<file path="src/rtl/sram_pkg.sv">
// Shared types and constants for the memory-stage SRAM controller.
package sram_pkg;

    typedef enum logic [2:0] {
        IDLE,
        LO,
        HI,
        WAIT,
        DONE
    } state_e;

    localparam int          SRAM_AW         = 18;
    localparam int          SRAM_DW         = 16;
    localparam logic [31:0] ADDR_OFFSET_DEF = 32'd1024;
    localparam int          WAIT_CYCLES_DEF = 3;

endpackage

</file>
<file path="src/rtl/sram_mem_ctrl.sv">
// Memory-stage responder: splits each 32-bit load/store into two
// 16-bit SRAM accesses plus a fixed wait, stalling via ready.
module sram_mem_ctrl #(
    parameter logic [31:0] ADDR_OFFSET = sram_pkg::ADDR_OFFSET_DEF,
    parameter int          WAIT_CYCLES = sram_pkg::WAIT_CYCLES_DEF,
    parameter int          SRAM_AW     = sram_pkg::SRAM_AW,
    parameter int          SRAM_DW     = sram_pkg::SRAM_DW
) (
    input  logic               clk,
    input  logic               rst,
    input  logic               mem_r_en,
    input  logic               mem_w_en,
    input  logic [31:0]        address,
    input  logic [31:0]        write_data,
    output logic [31:0]        read_data,
    output logic               ready,
    output logic [SRAM_AW-1:0] sram_addr,
    output logic               sram_we_n,
    output logic [SRAM_DW-1:0] sram_dq_out,
    output logic               sram_dq_oe,
    input  logic [SRAM_DW-1:0] sram_dq_in
);
    import sram_pkg::*;

    state_e             state_q, state_d;
    logic [3:0]         cnt_q, cnt_d;
    logic [SRAM_AW-2:0] waddr_q, waddr_d;
    logic [31:0]        wdata_q, wdata_d;
    logic [31:0]        rdata_q, rdata_d;
    logic               wr_q, wr_d;
    logic [31:0]        offs;

    assign offs      = address - ADDR_OFFSET;
    assign read_data = rdata_q;

    always_comb begin
        state_d     = state_q;
        cnt_d       = cnt_q;
        waddr_d     = waddr_q;
        wdata_d     = wdata_q;
        rdata_d     = rdata_q;
        wr_d        = wr_q;
        ready       = 1'b0;
        sram_addr   = '0;
        sram_we_n   = 1'b1;
        sram_dq_out = '0;
        sram_dq_oe  = 1'b0;
        unique case (state_q)
            IDLE: begin
                if (mem_w_en || mem_r_en) begin
                    wr_d    = mem_w_en;
                    waddr_d = offs[SRAM_AW:2];
                    wdata_d = write_data;
                    state_d = LO;
                end else begin
                    ready = 1'b1;
                end
            end
            LO: begin
                sram_addr = {waddr_q, 1'b0};
                if (wr_q) begin
                    sram_we_n   = 1'b0;
                    sram_dq_oe  = 1'b1;
                    sram_dq_out = wdata_q[15:0];
                end else begin
                    rdata_d[15:0] = sram_dq_in;
                end
                state_d = HI;
            end
            HI: begin
                sram_addr = {waddr_q, 1'b1};
                if (wr_q) begin
                    sram_we_n   = 1'b0;
                    sram_dq_oe  = 1'b1;
                    sram_dq_out = wdata_q[31:16];
                end else begin
                    rdata_d[31:16] = sram_dq_in;
                end
                cnt_d   = '0;
                state_d = (WAIT_CYCLES == 0) ? DONE : WAIT;
            end
            WAIT: begin
                cnt_d = cnt_q + 4'd1;
                if (cnt_q == 4'(WAIT_CYCLES - 1)) state_d = DONE;
            end
            DONE: begin
                ready   = 1'b1;
                state_d = IDLE;
            end
            default: state_d = IDLE;
        endcase
        // Never strobe the SRAM while reset is asserted
        if (rst) begin
            sram_addr   = '0;
            sram_we_n   = 1'b1;
            sram_dq_out = '0;
            sram_dq_oe  = 1'b0;
        end
    end

    always_ff @(posedge clk) begin
        if (rst) begin
            state_q <= IDLE;
            cnt_q   <= '0;
            waddr_q <= '0;
            wdata_q <= '0;
            rdata_q <= '0;
            wr_q    <= 1'b0;
        end else begin
            state_q <= state_d;
            cnt_q   <= cnt_d;
            waddr_q <= waddr_d;
            wdata_q <= wdata_d;
            rdata_q <= rdata_d;
            wr_q    <= wr_d;
        end
    end

endmodule

</file>
<file path="config.mk">
export PLATFORM = sky130hd
export DESIGN_NAME = sram_mem_ctrl
export DESIGN_NICKNAME = d
export VERILOG_FILES = /design/src/rtl/sram_pkg.sv /design/src/rtl/sram_mem_ctrl.sv
export SDC_FILE = /design/constraint.sdc
export NUM_CORES = 1
export LEC_CHECK = 0
export CAP_MARGIN = 25
export CORE_MARGIN = 4
export CORE_UTILIZATION = 40
export DETAILED_ROUTE_END_ITERATION = 8
export GPL_TIMING_DRIVEN = 1
export PLACE_DENSITY = 0.79
export REMOVE_ABC_BUFFERS = 1
export SLEW_MARGIN = 20
export SYNTH_ARGS = -nofsm -noshare
export SYNTH_HDL_FRONTEND = slang
export SYNTH_SLANG_ARGS = --single-unit
</file>
<file path="constraint.sdc">
create_clock -name clk -period 2.8 [get_ports clk]
set_input_delay 0.28 -clock clk [delete_from_list [all_inputs] [get_ports clk]]
set_output_delay 0.28 -clock clk [all_outputs]
set_load 0.02 [all_outputs]
</file>
* Yosys cells after proc, flatten, opt, wreduce, memory -nomap -nowiden
Cells that the tools add are included.
Storage, ports and cells: flip-flop bits (word level) 89, logic and storage cells 43, output and inout bits 69
Cells by class: $add $sub $neg 2, bitwise logic cells 1, equality and inequality tests 7, muxes and demuxes 18, reductions and logical operators 8
Operator list (count):
- $mux 16 | 3
- $pmux 18 s2 | 1
- $pmux 16 s2 | 1
- $sub 19x11->19 const B | 1
- $mux 18 | 1
- $pmux 3 s4 | 1
- $pmux 4 s2 | 1
- $reduce_and 2->1 | 4
- $mux 1 | 7
- $eq 3x2->1 const B | 2
- $mux 3 | 2
- $add 4x1->4 const B | 1
- $eq 4x2->1 const B | 1
- $ne 2x2->1 const B | 2
- $eq 3x1->1 const B | 1
- $eq 3x3->1 const B | 1
- $logic_not 3->1 | 1
- $pmux 1 s2 | 1
- $reduce_bool 2->1 | 1
- $reduce_or 2->1 | 1
- $logic_or 1x1->1 | 1
- $not 1->1 | 1

* Depth between registers and ports, before layout
Gate-level depths: netlist of run 1.
depth after elaboration 4, gate-level depth with buffers 6

* Least setup slack after synthesis of run 1
OpenSTA, ideal clock, no wires.
path kind register to output, from register state_q[2], to output port sram_dq_out[10], data arrival time 1.658 ns, stages on the path, launching flop included 7, setup slack 0.862 ns, path through dfxtp_1 clkbuf_1 clkbuf_1 nor3b_2 buf_2 a22oi_1 nor2_1
On the way: cells in the longest elaborated chain, start to end 3, elaborated cells between the ends (all ways) 4, classes of those cells eq/ne: 2; mux: 2
Ends and longest elaborated chain:
- from (decl) | line sram_mem_ctrl.sv:25 | state_e state_q, state_d;
- from (signal assigned) | line sram_mem_ctrl.sv:110 | state_q <= state_d;
- $eq 3x2->1 or $eq 3x1->1 (tied branches) | line sram_mem_ctrl.sv:48 | unique case (state_q)
- $pmux 16 s2 * | line sram_mem_ctrl.sv:48
- $mux 16 * | line sram_mem_ctrl.sv:93 | if (rst) begin
- to (decl) | line sram_mem_ctrl.sv:19 | output logic [SRAM_DW-1:0] sram_dq_out,
Mark *: on every way between the ends. The rest lies on a longest branch, timed or not.

* Final worst setup path of run 1
from register state_q[2], to output port sram_dq_out[12]
Same word-level chain as after synthesis.

==> results of run 1 <==
==> worst max-delay path, stage by stage, from the launching register on <==
cell and delay, ns:
dfxtp_1 0.49, nor3b_2 0.24, buf_4 0.26, a22oi_1 0.12
nor2_1 0.15, clkdlybuf4s50_1 0.64
==> flip-flops by register name (all words and copies together), names as in the netlist <==
signal and count:
read_data 32, wr_q 1, state_q 3, wdata_q 32, waddr_q 17, cnt_q 4
==> metrics by stage <==
step                setup TNS (ns)  total power, mW
CTS                              0             3.59
finish                           0             3.57
global placement                 0             2.54
detailed placement               0             2.58
floorplan                   -33.85             2.09
global route                     0             3.76
==> metal layers <==
layer  up-vias  global-route usage  part of all wire
met2       131               0.324              0.50
met3        19              0.0455             0.062
met4         0              0.0620             0.017
met1      1793               0.242              0.43
met5         -                   0                 0
li1       1929                   -                 -
==> power by group through the flow <==
stage | Clock, mW | Sequential (mW) | Combinational (mW)
after floorplan | 0 | 1.59 | 0.498
after global placement | 0 | 1.55 | 0.991
after detailed placement | 0 | 1.56 | 1.01
after CTS | 1.04 | 1.53 | 1.02
after global routing | 1.09 | 1.55 | 1.11
final | 1.02 | 1.53 | 1.01
==> cell usage in the layout, fill, tap and decap left out, drive strengths merged, types with 3 or more instances in the layout <==
cell type	count
buf	13
nand2	69
a21oi	87
clkbuf	10
nor3b	4
a211oi	4
bufinv	3
nand3b	3
o21ai	45
nor2b	3
or4	3
xnor2	3
dfxtp	89
nor3	3
inv	6
and2	17
nand3	41
nand2b	3
ha	3
nor2	22
a311oi	6
clkdlybuf4s50	136
or3	4
a22oi	16
==> path summary, 6_finish.rpt <==
kind                              from  depth (start not counted)  slack, ns                    endpoint
max            state_q[2]$_SDFFE_PP0P_                          5       0.27             sram_dq_out[12]
min                                rst                          2       0.25       cnt_q[0]$_SDFFE_PP0P_
max reg2reg    state_q[2]$_SDFFE_PP0P_                          3       0.98  read_data[24]$_SDFFE_PP0P_
min reg2reg  read_data[2]$_SDFFE_PP0P_                          2       0.46   read_data[2]$_SDFFE_PP0P_
==> kinds of logic (layout without fill, tap and decap cells) <==
logic type	Yosys count	in the layout	synth area share
simple gates	180	180	0.236
compound gates	163	163	0.235
flops	89	89	0.461
buf+inv	50	169	0.0508
fa+ha+maj	3	3	0.00971
xor+xnor	3	3	0.00680
==> layout make-up <==
cell class,count,area [um^2]
fill,852,3780
multi-input combinational,349,1890
sequential,89,1780
timing repair buffer,149,1460
tap,129,161
clock buffer,10,128
clock inverter,5,104
inverter,5,18.8
==> metrics.md, run 1 <==
| Metric | Value |
|---|---|
| EDFF count, synth | `0` |
| Clock power share | `0.286` |
| Finished Cell Area | `5550 um^2` |
| Max_slew headroom | `0.453` |
| Number of detailed-route iterations in the first pass | `4` |
| Port bufs | `around 140` |
| Clk pin slew, worst setup/hold paths | `approximately 0.080 ns` |
| Core footprint | `around 9300 um^2` |
| Initial core utilization | `0.414` |
| Final WL | `~11000 um` |
| Die W | `106 um` |
| Vias per inst | `~5.3` |
| Post-layout min period | `around 2.5 ns` |
| Post-synth top area share | `0.461` |
| Detail Route Antenna Nets | `0` |
| DRC viols | `0` |
| Sequential element share of the synthesized area | `0.461` |
| Fmax | `just under 0.4 GHz` |
| Startpoint types | `flip-flop` |
| GRT Residual Overflow | `0` |
| First-pass GRT wire length | `roughly 18000 um` |
| Clk buf depth | `2` |
| Synth async-reset ratio | `0` |
| Comb pwr share | `0.284` |
| Top post-synthesis cells by count | `89 x dfxtp_1, 87 x a21oi_1, 69 x nand2_1` |
| Crit Path Class | `flip-flop to output pin` |
| Synth Warn # | `0` |
| Placement Setup Slack | `around 0.49 ns` |
| Nets | `roughly 700` |
| Sw frac | `0.311` |
| Worst Hold Slack | `between 0.2 and 0.25 ns` |
| Non-Filler Instances | `~740` |
| Synth top area cells | `dfxtp_1 46%, a21oi_1 11%, nand2_1 6.7%` |
| CP max FO | `17` |
| Lkg Pwr | `approximately 1.9 nW` |
| Internal power | `2.46 mW` |
| Initial antenna violation count | `0` |
| Inserted Diodes | `0` |
| Final worst setup slack | `0.268 ns` |
| Post_cts resized | `0` |
| Hold Buf Count CTS | `0` |
| Synth-to-Final Area Change | `43.5%` |
| Clock sinks | `89` |
| Post-Synthesis Cells | `between 400 and 500` |
| Largest net degree at the start of global routing | `between 80 and 90` |
| Layout Skew | `a little over 0.008 ns` |
| Worst vdd ir | `slightly above 0.0004 V` |
| Hold Vio Cnt, Final | `0` |
| Pins over their slew limit | `0` |
| Sw Pwr | `1.11 mW` |
| Worst skew pair latency | `between 0.3 and 0.4 ns` |
| Cell with the most instances after synthesis | `dfxtp_1` |
| Critical Path RT | `about 2.5 ns` |
| Placed instance area | `roughly 5300 um^2` |
| Status | `complete, no violations` |
| Pwr Density | `643 nW/um^2` |
| RSZ-0062 raised after global routing | `no` |
| Seq pwr share | `0.430` |
| Max cap viols | `0` |
| Avg WL per Cell | `between 10 and 15 um` |
| Nature of the critical path endpoint | `output pin` |
| Util after Layout | `0.595` |
| Netlist cell types | `37` |
| Total global-route track usage | `0.192` |
| Worst EP arrival | `2.25 ns` |
| Vias | `3872` |
| Worst min path class | `input pin to flip-flop` |
| Full die area | `about 11000 um^2` |
| Site row count | `35` |
| IO Count | `approximately 150` |
| Final Cycle Share | `0.904` |
| Worst Tran Pin Value | `slightly above 0.8 ns` |
| Syn Area/Cell | `about 8 um^2` |
| Root buf cell | `clkbuf_8` |
| H-tree depth | `3` |
| Synth Cell Area | `between 3000 and 4000 um^2` |
| CTS Buf Count | `9` |
| CTS tree | `yes` |
| DP Wirelength | `roughly 7600 um` |
| Vias in the first global route | `~3800` |
| Post-synth top flop | `dfxtp_1` |
| Layout cells sized above 1 | `0.0758` |
| Final setup vio count | `0` |
| Gp weighted congestion | `roughly 0.80` |
| Yosys reg bits | `89` |
| Post-CTS Setup Bufs | `0` |
| Placed cell count | `slightly above 700` |
| Yosys top cell by area | `dfxtp_1` |
| Vert. Die Dim | `106 um` |
| DRT iter0 DRCs | `211` |
Note: power is estimated with default switching activity, not from simulation.
==> run 2, diff against run 1 <==
--- a/config.mk
+++ b/config.mk
@@ -8,6 +8,7 @@
 export CAP_MARGIN = 25
 export CORE_MARGIN = 4
 export CORE_UTILIZATION = 40
+export CTS_CLUSTER_SIZE = 16
 export DETAILED_ROUTE_END_ITERATION = 8
 export GPL_TIMING_DRIVEN = 1
 export PLACE_DENSITY = 0.79
==> results of run 2 <==
The final DEF is identical to that of run 1; final timing and power are the same.
